## config.mk

```make
export PLATFORM = sky130hd
export DESIGN_NAME = alu_shift_unit_flat
export DESIGN_NICKNAME = d
export VERILOG_FILES = /design/src/rtl/alu_shift_unit_if.sv /design/src/rtl/alu_shift_unit.sv /design/src/flat_wrapper.sv
export SDC_FILE = /design/constraint.sdc
export NUM_CORES = 1
export LEC_CHECK = 0
export BUFFER_PORTS_ARGS = -buffer_cell sky130_fd_sc_hd__buf_2
export CORE_MARGIN = 3
export CORE_UTILIZATION = 45
export DETAILED_ROUTE_END_ITERATION = 7
export PLACE_DENSITY = 0.72
export RECOVER_POWER = 100
export SYNTH_ARGS = -nofsm -noshare
export SYNTH_HDL_FRONTEND = slang
export SYNTH_SLANG_ARGS = --single-unit
```

## constraint.sdc

```tcl
create_clock -name clock -period 9.3 [get_ports clock]
set_clock_uncertainty 0.05 [all_clocks]
set_input_delay 0.93 -clock clock [delete_from_list [all_inputs] [get_ports clock]]
set_output_delay 0.93 -clock clock [all_outputs]
set_load 0.03 [all_outputs]
```

## src/rtl/alu_shift_unit_if.sv

```systemverilog
// Controller-facing bus of the ALU/shift stage: operand bus, control strobes and results.
// The controller side uses the master modport; the datapath stage uses slave.
interface alu_shift_unit_if #(
  parameter int unsigned WIDTH = 16
);
  logic [WIDTH-1:0] bus_in;
  logic [3:0]       aluSel;
  logic [2:0]       shiftSel;
  logic             workregWr;
  logic             outRegWr;
  logic             outRegRd;
  logic [2:0]       cmpSel;
  logic [WIDTH-1:0] bus_out;
  logic             bus_oe;
  logic [3:0]       flags;
  logic             cmp_true;
  logic             busy;

  modport master (
    output bus_in, aluSel, shiftSel, workregWr, outRegWr, outRegRd, cmpSel,
    input  bus_out, bus_oe, flags, cmp_true, busy
  );

  modport slave (
    input  bus_in, aluSel, shiftSel, workregWr, outRegWr, outRegRd, cmpSel,
    output bus_out, bus_oe, flags, cmp_true, busy
  );
endinterface

```

## src/rtl/alu_shift_unit.sv

```systemverilog
// Datapath arithmetic stage: working register, ALU -> shifter into the output buffer,
// {N,Z,C,V} flags with a signed compare, and a 16-cycle shift-add multiplier.
module alu_shift_unit #(
  parameter int unsigned WIDTH = 16
) (
  input logic              clock,
  input logic              reset,
  alu_shift_unit_if.slave  bus
);

  localparam int unsigned CntW = $clog2(WIDTH);

  typedef enum logic [0:0] {StIdle, StMul} state_e;

  state_e             r_state, w_state_next;
  logic [WIDTH-1:0]   r_workreg, w_workreg_next;
  logic [WIDTH-1:0]   r_outreg, w_outreg_next;
  logic [3:0]         r_flags, w_flags_next;
  logic [2*WIDTH-1:0] r_mcand, w_mcand_next;
  logic [WIDTH-1:0]   r_mplier, w_mplier_next;
  logic [2*WIDTH-1:0] r_acc, w_acc_next;
  logic [CntW-1:0]    r_cnt, w_cnt_next;

  logic [WIDTH-1:0]   w_a, w_b;
  logic [WIDTH:0]     w_sum, w_diff, w_inc, w_dec;
  logic [WIDTH-1:0]   w_alu_res;
  logic               w_alu_c, w_alu_v;
  logic [WIDTH:0]     w_sh;
  logic [2*WIDTH-1:0] w_acc_add;
  logic [WIDTH:0]     w_mul_sh;
  logic               w_n, w_z, w_v;

  // Returns {carry, result}; a pass shift keeps the incoming carry.
  function automatic logic [WIDTH:0] shift_f(input logic [WIDTH-1:0] r,
                                             input logic [2:0]       sel,
                                             input logic             c_in);
    logic [WIDTH:0] o;
    case (sel)
      3'd1:    o = {r[WIDTH-1], r[WIDTH-2:0], 1'b0};
      3'd2:    o = {r[0], 1'b0, r[WIDTH-1:1]};
      3'd3:    o = {r[WIDTH-1], r[WIDTH-2:0], r[WIDTH-1]};
      3'd4:    o = {r[0], r[0], r[WIDTH-1:1]};
      default: o = {c_in, r};
    endcase
    return o;
  endfunction

  assign w_a    = r_workreg;
  assign w_b    = bus.bus_in;
  assign w_sum  = {1'b0, w_a} + {1'b0, w_b};
  assign w_diff = {1'b0, w_a} - {1'b0, w_b};
  assign w_inc  = {1'b0, w_b} + (WIDTH+1)'(1);
  assign w_dec  = {1'b0, w_b} - (WIDTH+1)'(1);

  always_comb begin
    w_alu_res = '0;
    w_alu_c   = 1'b0;
    w_alu_v   = 1'b0;
    case (bus.aluSel)
      4'd0: w_alu_res = w_b;
      4'd1: w_alu_res = w_a & w_b;
      4'd2: w_alu_res = w_a | w_b;
      4'd3: w_alu_res = ~w_b;
      4'd4: w_alu_res = w_a ^ w_b;
      4'd5: begin
        w_alu_res = w_sum[WIDTH-1:0];
        w_alu_c   = w_sum[WIDTH];
        w_alu_v   = (w_a[WIDTH-1] == w_b[WIDTH-1]) && (w_sum[WIDTH-1] != w_a[WIDTH-1]);
      end
      4'd6: begin
        // Upper bit of the extended difference is the unsigned borrow (A < B).
        w_alu_res = w_diff[WIDTH-1:0];
        w_alu_c   = w_diff[WIDTH];
        w_alu_v   = (w_a[WIDTH-1] != w_b[WIDTH-1]) && (w_diff[WIDTH-1] != w_a[WIDTH-1]);
      end
      4'd7: begin
        w_alu_res = w_inc[WIDTH-1:0];
        w_alu_c   = w_inc[WIDTH];
        w_alu_v   = !w_b[WIDTH-1] && w_inc[WIDTH-1];
      end
      4'd8: begin
        w_alu_res = w_dec[WIDTH-1:0];
        w_alu_c   = w_dec[WIDTH];
        w_alu_v   = w_b[WIDTH-1] && !w_dec[WIDTH-1];
      end
      default: w_alu_res = '0;
    endcase
  end

  assign w_sh      = shift_f(w_alu_res, bus.shiftSel, w_alu_c);
  assign w_acc_add = r_mplier[0] ? (r_acc + r_mcand) : r_acc;
  assign w_mul_sh  = shift_f(w_acc_add[WIDTH-1:0], bus.shiftSel, 1'b0);

  always_comb begin
    w_state_next   = r_state;
    w_workreg_next = r_workreg;
    w_outreg_next  = r_outreg;
    w_flags_next   = r_flags;
    w_mcand_next   = r_mcand;
    w_mplier_next  = r_mplier;
    w_acc_next     = r_acc;
    w_cnt_next     = r_cnt;

    // workreg loads in every state; outReg sees the pre-edge value when both strobe together.
    if (bus.workregWr) begin
      w_workreg_next = bus.bus_in;
    end

    case (r_state)
      StIdle: begin
        if (bus.outRegWr) begin
          if (bus.aluSel == 4'd10) begin
            w_mcand_next  = {{WIDTH{1'b0}}, w_a};
            w_mplier_next = w_b;
            w_acc_next    = '0;
            w_cnt_next    = '0;
            w_state_next  = StMul;
          end else begin
            w_outreg_next = w_sh[WIDTH-1:0];
            w_flags_next  = {w_sh[WIDTH-1], (w_sh[WIDTH-1:0] == '0), w_sh[WIDTH], w_alu_v};
          end
        end
      end
      StMul: begin
        w_acc_next    = w_acc_add;
        w_mcand_next  = r_mcand << 1;
        w_mplier_next = r_mplier >> 1;
        w_cnt_next    = r_cnt + CntW'(1);
        if (r_cnt == CntW'(WIDTH - 1)) begin
          w_outreg_next = w_mul_sh[WIDTH-1:0];
          w_flags_next  = {w_mul_sh[WIDTH-1], (w_mul_sh[WIDTH-1:0] == '0), w_mul_sh[WIDTH],
                           (w_acc_add[2*WIDTH-1:WIDTH] != '0)};
          w_state_next  = StIdle;
        end
      end
      default: w_state_next = StIdle;
    endcase
  end

  always_ff @(posedge clock or posedge reset) begin
    if (reset) begin
      r_state   <= StIdle;
      r_workreg <= '0;
      r_outreg  <= '0;
      r_flags   <= '0;
      r_mcand   <= '0;
      r_mplier  <= '0;
      r_acc     <= '0;
      r_cnt     <= '0;
    end else begin
      r_state   <= w_state_next;
      r_workreg <= w_workreg_next;
      r_outreg  <= w_outreg_next;
      r_flags   <= w_flags_next;
      r_mcand   <= w_mcand_next;
      r_mplier  <= w_mplier_next;
      r_acc     <= w_acc_next;
      r_cnt     <= w_cnt_next;
    end
  end

  assign w_n = r_flags[3];
  assign w_z = r_flags[2];
  assign w_v = r_flags[0];

  always_comb begin
    bus.cmp_true = 1'b0;
    case (bus.cmpSel)
      3'd0:    bus.cmp_true = w_z;
      3'd1:    bus.cmp_true = !w_z;
      3'd2:    bus.cmp_true = !w_z && (w_n == w_v);
      3'd3:    bus.cmp_true = (w_n == w_v);
      3'd4:    bus.cmp_true = (w_n != w_v);
      3'd5:    bus.cmp_true = w_z || (w_n != w_v);
      default: bus.cmp_true = 1'b0;
    endcase
  end

  assign bus.bus_out = bus.outRegRd ? r_outreg : '0;
  assign bus.bus_oe  = bus.outRegRd;
  assign bus.flags   = r_flags;
  assign bus.busy    = (r_state == StMul);

endmodule

```

## src/flat_wrapper.sv

```systemverilog
// flat-port wrapper written by rule: the top's interface ports become plain ports
module alu_shift_unit_flat 
#(
  parameter int unsigned WIDTH = 16
)
  (clock, reset, bus_bus_in, bus_aluSel, bus_shiftSel, bus_workregWr, bus_outRegWr, bus_outRegRd, bus_cmpSel, bus_bus_out, bus_bus_oe, bus_flags, bus_cmp_true, bus_busy);
  alu_shift_unit_if #(.WIDTH(WIDTH)) bus_i ();
  input logic clock;
  input logic reset;
  input wire logic [$bits(bus_i.bus_in)-1:0] bus_bus_in;
  input wire logic [$bits(bus_i.aluSel)-1:0] bus_aluSel;
  input wire logic [$bits(bus_i.shiftSel)-1:0] bus_shiftSel;
  input wire logic [$bits(bus_i.workregWr)-1:0] bus_workregWr;
  input wire logic [$bits(bus_i.outRegWr)-1:0] bus_outRegWr;
  input wire logic [$bits(bus_i.outRegRd)-1:0] bus_outRegRd;
  input wire logic [$bits(bus_i.cmpSel)-1:0] bus_cmpSel;
  output wire logic [$bits(bus_i.bus_out)-1:0] bus_bus_out;
  output wire logic [$bits(bus_i.bus_oe)-1:0] bus_bus_oe;
  output wire logic [$bits(bus_i.flags)-1:0] bus_flags;
  output wire logic [$bits(bus_i.cmp_true)-1:0] bus_cmp_true;
  output wire logic [$bits(bus_i.busy)-1:0] bus_busy;
  assign bus_i.bus_in = bus_bus_in;
  assign bus_i.aluSel = bus_aluSel;
  assign bus_i.shiftSel = bus_shiftSel;
  assign bus_i.workregWr = bus_workregWr;
  assign bus_i.outRegWr = bus_outRegWr;
  assign bus_i.outRegRd = bus_outRegRd;
  assign bus_i.cmpSel = bus_cmpSel;
  assign bus_bus_out = bus_i.bus_out;
  assign bus_bus_oe = bus_i.bus_oe;
  assign bus_flags = bus_i.flags;
  assign bus_cmp_true = bus_i.cmp_true;
  assign bus_busy = bus_i.busy;
  alu_shift_unit #(.WIDTH(WIDTH)) u_core (.clock(clock), .reset(reset), .bus(bus_i));
endmodule
```

---- Word-level counts from Yosys, hierarchy flattened ----
Index checks and enable logic that the tools add are counted.
storage, ports and cells
  memories kept ........................... 0
  input port bits ......................... 31
  memory bits (read-only) ................. 0
  register bits after elaboration ......... 121
  latch bits .............................. 0
  RAM bits ................................ 0
  output and inout port bits .............. 23
operators by class
  add/subtract/negate cells ............... 6
  div/mod/pow operators ................... 0
  reduce and logical (&&, ||, !) cells .... 16
  bitwise operators ....................... 5
  $lt $le $gt $ge ......................... 0
  equality and inequality tests ........... 29
  muxes and demuxes ....................... 32
  shift operators ......................... 0
  $mul .................................... 0
operators by type and width
  kind                   number
  $mux 32                5
  $pmux 16 s9            1
  $pmux 17 s4            2
  $pmux 32 s2            2
  $mux 16                6
  $pmux 16 s2            2
  $add 32x32->32         1
  $logic_not 16->1       2
  $mux 4                 5
  $add 16x1->17 const B  1
  $add 16x16->17         1
  $sub 16x1->17 const B  1
  $sub 16x16->17         1
  $and 16x16->16         1
  $eq 4x3->1 const B     4
  $not 16->16            1
  $or 16x16->16          1
  $pmux 4 s2             2
  $reduce_bool 16->1     1
  $xor 16x16->16         1
  $eq 3x2->1 const B     4
  $eq 4x4->1 const B     3
  $eq 3x3->1 const B     3
  $eq 4x2->1 const B     2
  19 further kinds       35

---- Logic depth before layout (Yosys ltp) ----
Gate-level depths: netlist (run 1).
  word-level depth ........................ 7
  depth in mapped cells ................... 16

---- Least setup slack after synthesis (run 1) ----
OpenSTA, ideal clock, no wires.
  kind .................................... input -> register
  start ................................... input port bus_bus_in[4]
  end ..................................... register u_core.r_flags[2] (netlist: u_core.bus.flags[2])
  setup time .............................. 0.092 ns
  data arrival time ....................... 4.031 ns
  setup slack ............................. 5.127 ns
  required time ........................... 9.158 ns
  stages on the path ...................... 14
  cell sequence ........................... clkbuf_1 > inv_1 > ha_1 > buf_2 > a221oi_1 > o221ai_1 > xnor2_1 > a221o_1 > nand2_1 > o221ai_1 > or4b_1 > nor4_2 > nand3_1 > o31ai_2
between the ends
  word-level cells in the longest chain between the ends .. 7
  elaborated cells on any way between the ends .. 14
ends and longest elaborated chain
  item                                   line                   source
  from (decl)                            flat_wrapper.sv:10     input wire logic [$bits(bus_i.bus_in)-1:0] bus_bus_in;
  $sub 16x1->17 (tied with other cells)  alu_shift_unit.sv:53   assign w_dec = {1'b0, w_b} - (WIDTH+1)'(1);
  $pmux 16 s9 *                          alu_shift_unit.sv:59   case (bus.aluSel)
  $pmux 17 s4 *                          alu_shift_unit.sv:38   case (sel)
  $logic_not 16->1 *                     alu_shift_unit.sv:120  w_flags_next = {w_sh[WIDTH-1], (w_sh[WIDTH-1:0] == '0), w_sh[WIDTH], w_alu_v};
  $mux 4 *                               alu_shift_unit.sv:112  if (bus.aluSel == 4'd10) begin
  $mux 4 *                               alu_shift_unit.sv:111  if (bus.outRegWr) begin
  $pmux 4 s2 *                           alu_shift_unit.sv:109  case (r_state)
  to (signal assigned)                   alu_shift_unit.sv:154  r_flags <= w_flags_next;
  to (decl)                              alu_shift_unit.sv:18   logic [3:0] r_flags, w_flags_next;
Mark *: on every way between the ends. The rest lies on a longest branch, timed or not. The select of a mux whose other input is x is not followed.
A chain may end at the register's enable or synchronous reset.

---- Final worst setup path (run 1) ----
  start ................................... input port bus_aluSel[1]
  end ..................................... register u_core.r_flags[2] (netlist: u_core.bus.flags[2])
between the ends
  word-level cells in the longest chain between the ends .. 7
  elaborated cells on any way between the ends .. 18
ends and longest elaborated chain
  item                                line                   source
  from (decl)                         flat_wrapper.sv:11     input wire logic [$bits(bus_i.aluSel)-1:0] bus_aluSel;
  $eq 4x4->1 (tied with other cells)  alu_shift_unit.sv:59
  $pmux 16 s9                         alu_shift_unit.sv:59
  $pmux 17 s4                         alu_shift_unit.sv:38
  $logic_not 16->1                    alu_shift_unit.sv:120
  $mux 4                              alu_shift_unit.sv:112
  $mux 4                              alu_shift_unit.sv:111
  $pmux 4 s2                          alu_shift_unit.sv:109
Several ways; a longest one is shown, not always the timed one. The select of a mux whose other input is x is not followed.

==> results of run 1 <==
## metal layers
layer / global-route usage (%) / routed length (um) / vias up
met1: 37.9 / 17400 / 5741
met2: 41.5 / 17200 / 604
met4: 8.18 / 1110 / 0
met5: 0 / 0 / -
li1: - / - / 5656
met3: 5.94 / 3530 / 100
## state kept, by name (all words and copies together) (netlist names)
name              flops
u_core.r_acc         32
u_core.r_outreg      16
u_core.bus.busy       1
u_core.bus.flags      3
u_core.r_mplier      16
u_core.r_cnt          4
u_core.r_workreg     16
u_core.r_mcand       32
## critical path, stage by stage
cell and delay [ns]:
buf_2 0.07, clkbuf_1 1.62, nor2_1 0.65, a32o_1 0.42
a211o_1 0.22, nor4_1 0.92, mux2i_1 0.17, o31ai_1 0.24
or4b_1 0.47, nor4_1 0.19, nand3_1 0.12, o31ai_2 0.23
## path summary, 6_finish.rpt
path,start,to,cells past startpoint
setup / recovery,bus_aluSel[1],u_core.bus.flags[2]$_DFFE_PP0P_,12
hold / removal,u_core.r_outreg[10]$_DFFE_PP0P_,u_core.r_outreg[10]$_DFFE_PP0P_,2
setup reg to reg,u_core.r_workreg[1]$_DFFE_PP0P_,u_core.bus.flags[2]$_DFFE_PP0P_,13
hold reg to reg,u_core.r_outreg[10]$_DFFE_PP0P_,u_core.r_outreg[10]$_DFFE_PP0P_,2
max in group asynchronous,reset,u_core.r_mplier[0]$_DFFE_PP0P_,3
min in group asynchronous,reset,u_core.r_mcand[26]$_DFFE_PP0P_,2
## logic make-up after synthesis
family / count (synthesis) / share of synthesized area, %
and+or+nand+nor: 540 / 22.1
DFF: 120 / 25.5
muxes: 30 / 2.69
AOI/OAI and AO/OA: 556 / 30.3
buffers and inverters: 179 / 6.18
xor gates and xnor gates: 47 / 3.49
adders and majority gates: 90 / 9.75
## metrics by stage
step           cells  setup slack, ns  hold WS [ns]  instance area [sq um]
6_report        1872             3.33         0.426                  12600
5_1_grt         1872             3.23         0.455                  12600
4_1_cts         1872             4.99         0.432                  12700
3_5_place_dp    1840             4.54         0.416                  12100
3_3_place_gp    1840             4.54         0.404                  12100
2_1_floorplan   1562             5.13         0.381                  11800
## placed cells by master (no fill, tap or decap), types with 19 or more instances in the layout
cell type and count:
o221ai_1 19, nand3_1 40, buf_2 36, o21ai_0 164, o22ai_1 26, a211oi_1 20, nand2_1 225, nor3_1 29
ha_1 87, a21oi_1 126, xnor2_1 32, dfrtp_1 119, nor2_1 109, inv_1 58
## area by class of cell
cell class / count / share of cell area (%)
clock buffer: 18 / 3.48
clock inverter: 14 / 1.11
inverter: 61 / 1.82
multi-input combinational: 1263 / 63.8
sequential: 120 / 23.8
tap: 330 / 3.27
timing repair buffer: 66 / 2.68
## power by group
part / switching [mW] / total [mW] / internal [mW]
clock: 0.290 / 0.672 / 0.382
combinational: 0.978 / 1.53 / 0.548
sequential: 0.187 / 0.883 / 0.696
==> results by group, run 1 <==
Outcome
  – Status: finished with violations
  – Violated checks: max-capacitance violations, max-slew violations

Yosys
  – Netlist Area Pre-Place: 11800 sq um
  – Syn_nets: 1683
  – Synth Flop Type: dfrtp_1
  – Post-synth EDFFs: 0
  – Synth warnings: 0
  – Average size of a mapped cell: 7.54 sq um
  – #FFs+latches synth: 120
  – Post-synth cell types: 87
  – Synth top area cells: dfrtp_1 25%, ha_1 9.2%, nand2_1 7.2%
  – Leading cell types by count after synthesis: 225 x nand2_1, 163 x o21ai_0, 126 x a21oi_1, 120 x dfrtp_1, 109 x nor2_1
  – Cell count after synthesis: 1562
  – Fraction of registers with async set/reset: 100%
  – Most common cell in the netlist: nand2_1
  – Synth top area share: 25.5%
  – Sequential share of the synthesized area: 25.5%
  – Biggest area consumer among synthesized cells: dfrtp_1

Placed design
  – IO buf count: 53
  – HPWL Detailed: 28700 um
  – Global placement routability congestion: 1.02

Final layout
  – Layout overhead on the synthesized area: 7.13%
  – Fin nets: 1650
  – Antenna Cells: 0
  – Register area: 3000 sq um
  – Share of layout cells above drive strength 1: 7.33%
  – Fillers: 2526
  – Multi-input gate area: 8060 sq um
  – Fin util: 49.5%

Critical path
  – CP Max Fanout: 50
  – Setup CP Type: input pin to register
  – Worst setup SP type: input pin
  – Worst EP arrival: 6.27 ns
  – CP endpoint kind: register
  – Critical path required time: 9.59 ns
  – Reg-to-reg slack, setup: 5.01 ns

Floorplan
  – Die width: 168 um
  – Die ar.: 28200 sq um
  – Starting Density: 46.2%
  – Row count: 58
  – # IOs: 54
  – Chip height: 168 um
  – Core area: 25500 sq um

Routing
  – Drt wl/cell: 21.0 um
  – Routed WL: 39200 um
  – TritonRoute pass-1 iters: 6
  – DRT antenna net count: 0
  – DRC errors left: 0
  – Routed vias/inst: 6.46
  – Drt first-iter violations: 1397
  – Via count: 12101

Clock tree
  – Sink Count: 120
  – Clk buf depth: 2
  – Clock Latency Late Sink: 0.43 ns
  – H-Tree Level Count: 4
  – Worst-path clk slew: 0.07 ns
  – Cts bufs inserted: 17
  – TritonCTS clock tree: done
  – Post-CTS Setup Inserts: 0
  – Clk root buf: clkbuf_16
  – Hold_buf cts: 0
  – Post-cts resize count: 0

Run
  – Max-Cap Viols: 3

STA
  – Slew margin rel.: -52.9%
  – Pins over their slew limit: 132
  – Final hold vios: 0
  – Fmax: 0.167 GHz
  – RSZ-0062 raised after global routing: no
  – Worst-margin pin slew: 2.29 ns
  – Setup Viol. Count Final: 0
  – Setup TNS: 0 ns
  – Final Critical Period: 5.97 ns
  – Period Utilization, post-route: 64.2%

Power and ir drop
  – Leakage: 5.37 nW
  – Peak supply drop: 0.000244 V
  – Total power: 3.08 mW
  – Power Density: 244 nW/um^2

GRT
  – Gr ovfl total: 0
  – GRT Total Usage: 26.9%
  – First-pass GRT wire length: 61800 um
  – Antenna violations before repair: 0
  – Largest net degree at the start of global routing: 81
  – Vias in the first global route: 11154

Worst hold path
  – Hold WC Path Type: register to register
Note: power is estimated with default switching activity, not from simulation.
==> run 2, diff against run 1 <==
--- a/config.mk
+++ b/config.mk
@@ -9,7 +9,7 @@
 export CORE_MARGIN = 3
 export CORE_UTILIZATION = 45
 export DETAILED_ROUTE_END_ITERATION = 7
-export PLACE_DENSITY = 0.72
+export PLACE_DENSITY = 0.75
 export RECOVER_POWER = 100
 export SYNTH_ARGS = -nofsm -noshare
 export SYNTH_HDL_FRONTEND = slang
==> constraint.sdc (replaced) <==
create_clock -name clock -period 5.14 [get_ports clock]
set_clock_uncertainty 0.05 [all_clocks]
set_input_delay 0.514 -clock clock [delete_from_list [all_inputs] [get_ports clock]]
set_output_delay 0.514 -clock clock [all_outputs]
set_load 0.03 [all_outputs]
==> run 2 against run 1 <==
  * The run still ends with max-capacitance violations, max-slew violations left
  * Critical path depth fell by 1
  * Register-to-register slack got worse by 4.1 ns
  * Wire length rose by 2.2%
  * Via count barely moved
  * Combinational power rose by 79%
  * Final cell count rose by 0.64%
  * Sequential share of layout area fell by 0.19 points
  * Sequential power rose by 82%
  * First-iteration DRC count fell by 1.0%
  * Clock-buffer cell count rose by 1
  * Clock power rose by 85%
==> results by group, run 2 (synthesized netlist as in run 1, its figures left out) <==
Power and ir drop
  – Total power: 5.59 mW
  – Leakage: 5.40 nW
  – Power Density: 439 nW/um^2
  – Peak supply drop: 0.000509 V

GRT
  – First-pass GRT wire length: 63200 um
  – Antenna violations before repair: 0
  – GRT Total Usage: 27.8%
  – Vias in the first global route: 11112
  – Gr ovfl total: 0
  – Largest net degree at the start of global routing: 103

Final layout
  – Commonest non-fill, non-tap cell in the layout: nand2_1
  – Fin util: 50.0%
  – Final instance area: 12700 sq um
  – Commonest non-fill, non-tap cells in the layout: 225 x nand2_1, 163 x o21ai_0, 126 x a21oi_1, 119 x dfrtp_1, 109 x nor2_1
  – Fin nets: 1663
  – Layout overhead on the synthesized area: 8.01%
  – Biggest regs: u_core.r_acc (32), u_core.r_mcand (32)
  – Share of layout cells above drive strength 1: 7.40%
  – Antenna Cells: 0
  – Finished Layout Cells: 1884
  – Fillers: 2511

Routing
  – TritonRoute pass-1 iters: 6
  – Via count: 12097
  – DRT antenna net count: 0
  – Drt first-iter violations: 1383
  – DRC errors left: 0
  – Routed vias/inst: 6.42
  – Drt wl/cell: 21.3 um
  – Routed WL: 40100 um

Placed design
  – IO buf count: 53
  – Placed Area: 12200 sq um
  – HPWL Detailed: 29800 um
  – Global placement routability congestion: 1.01
  – Dpl cells: 1853
  – Dpl ws: 0.724 ns

STA
  – Worst-margin pin slew: 2.47 ns
  – Setup Viol. Count Final: 0
  – Setup TNS: 0 ns
  – Final hold vios: 0
  – RSZ-0062 raised after global routing: no
  – Slew margin rel.: -65.3%
  – Period Utilization, post-route: 87.0%
  – Final Critical Period: 4.47 ns
  – Final WS setup: 0.669 ns
  – Final hold slack: 0.373 ns
  – Pins over their slew limit: 314
  – Fmax: 0.224 GHz

Floorplan
  – Die width: 168 um
  – Core area: 25500 sq um
  – Starting Density: 46.2%
  – Die ar.: 28200 sq um
  – # IOs: 54
  – Row count: 58
  – Chip height: 168 um

Clock tree
  – Post-CTS Setup Inserts: 0
  – Cts bufs inserted: 17
  – Post-cts resize count: 0
  – Sink Count: 120
  – TritonCTS clock tree: done
  – H-Tree Level Count: 4
  – Clk root buf: clkbuf_16
  – Clock Latency Late Sink: 0.44 ns
  – Worst-path clk slew: 0.06 ns
  – Hold_buf cts: 0
  – Clk buf depth: 2

Critical path
  – Worst EP arrival: 4.77 ns
  – Setup CP Type: input pin to register
  – CP Max Fanout: 32
  – Critical path required time: 5.44 ns
  – Worst setup SP type: input pin
  – CP endpoint kind: register

Outcome
  – Violated checks: max-capacitance violations, max-slew violations
  – Status: finished with violations

Worst hold path
  – Hold WC Path Type: input pin to register

Run
  – Max-Cap Viols: 6
==> run 2: cell types whose count changed in the layout (fill, tap and decap cells not counted), sizes merged <==
cell / previous run / this run
clkbuf: 36 / 47
inv: 66 / 61
buf: 48 / 51
bufinv: 1 / 3
clkinv: 3 / 4
==> run 2: final cells by class <==
class	instances	area [sq um]	area share [%]
Tap cell	330	413	3.25
Timing Repair Buffer	79	429	3.37
Clock inverter	12	153	1.20
Clock buffer	19	433	3.40
Sequential cell	120	3000	23.6
Inverter	61	230	1.81
Multi-Input combinational cell	1263	8060	63.4
==> run 2: critical path, cell delays in order <==
cell      delay, ns
clkbuf_1       1.11
nor2_1         0.56
a32o_1         0.38
a211o_1        0.26
nor4_4         0.53
mux2i_1        0.14
o31ai_1        0.21
or4b_1         0.46
nor4_1         0.22
nand3_1        0.13
o31ai_2        0.22
==> run 2: power by group <==
part	switching (mW)	total, mW	internal, mW
registers	0.352	1.61	1.26
clock network	0.479	1.24	0.758
logic	1.75	2.74	0.989
==> run 2: final timing paths <==
check | startpoint | end | slack [ns] | cells past startpoint
worst max-delay path | bus_aluSel[1] | u_core.bus.flags[2]$_DFFE_PP0P_ | 0.67 | 11
worst min-delay path | bus_bus_in[1] | u_core.r_workreg[1]$_DFFE_PP0P_ | 0.37 | 3
worst max register to register | u_core.r_acc[0]$_DFFE_PP0P_ | u_core.bus.flags[2]$_DFFE_PP0P_ | 0.86 | 13
worst min register to register | u_core.r_mplier[3]$_DFFE_PP0P_ | u_core.r_mplier[2]$_DFFE_PP0P_ | 0.42 | 2
max in group asynchronous | reset | u_core.r_mplier[0]$_DFFE_PP0P_ | 1.90 | 3
min in group asynchronous | reset | u_core.r_mcand[25]$_DFFE_PP0P_ | 0.68 | 2
==> run 2: metal layers <==
metal	wire, um	GRT usage (%)
met1	17400	38.7
met2	18300	44.1
met3	3310	4.65
met4	1070	9.00
met5	0	0
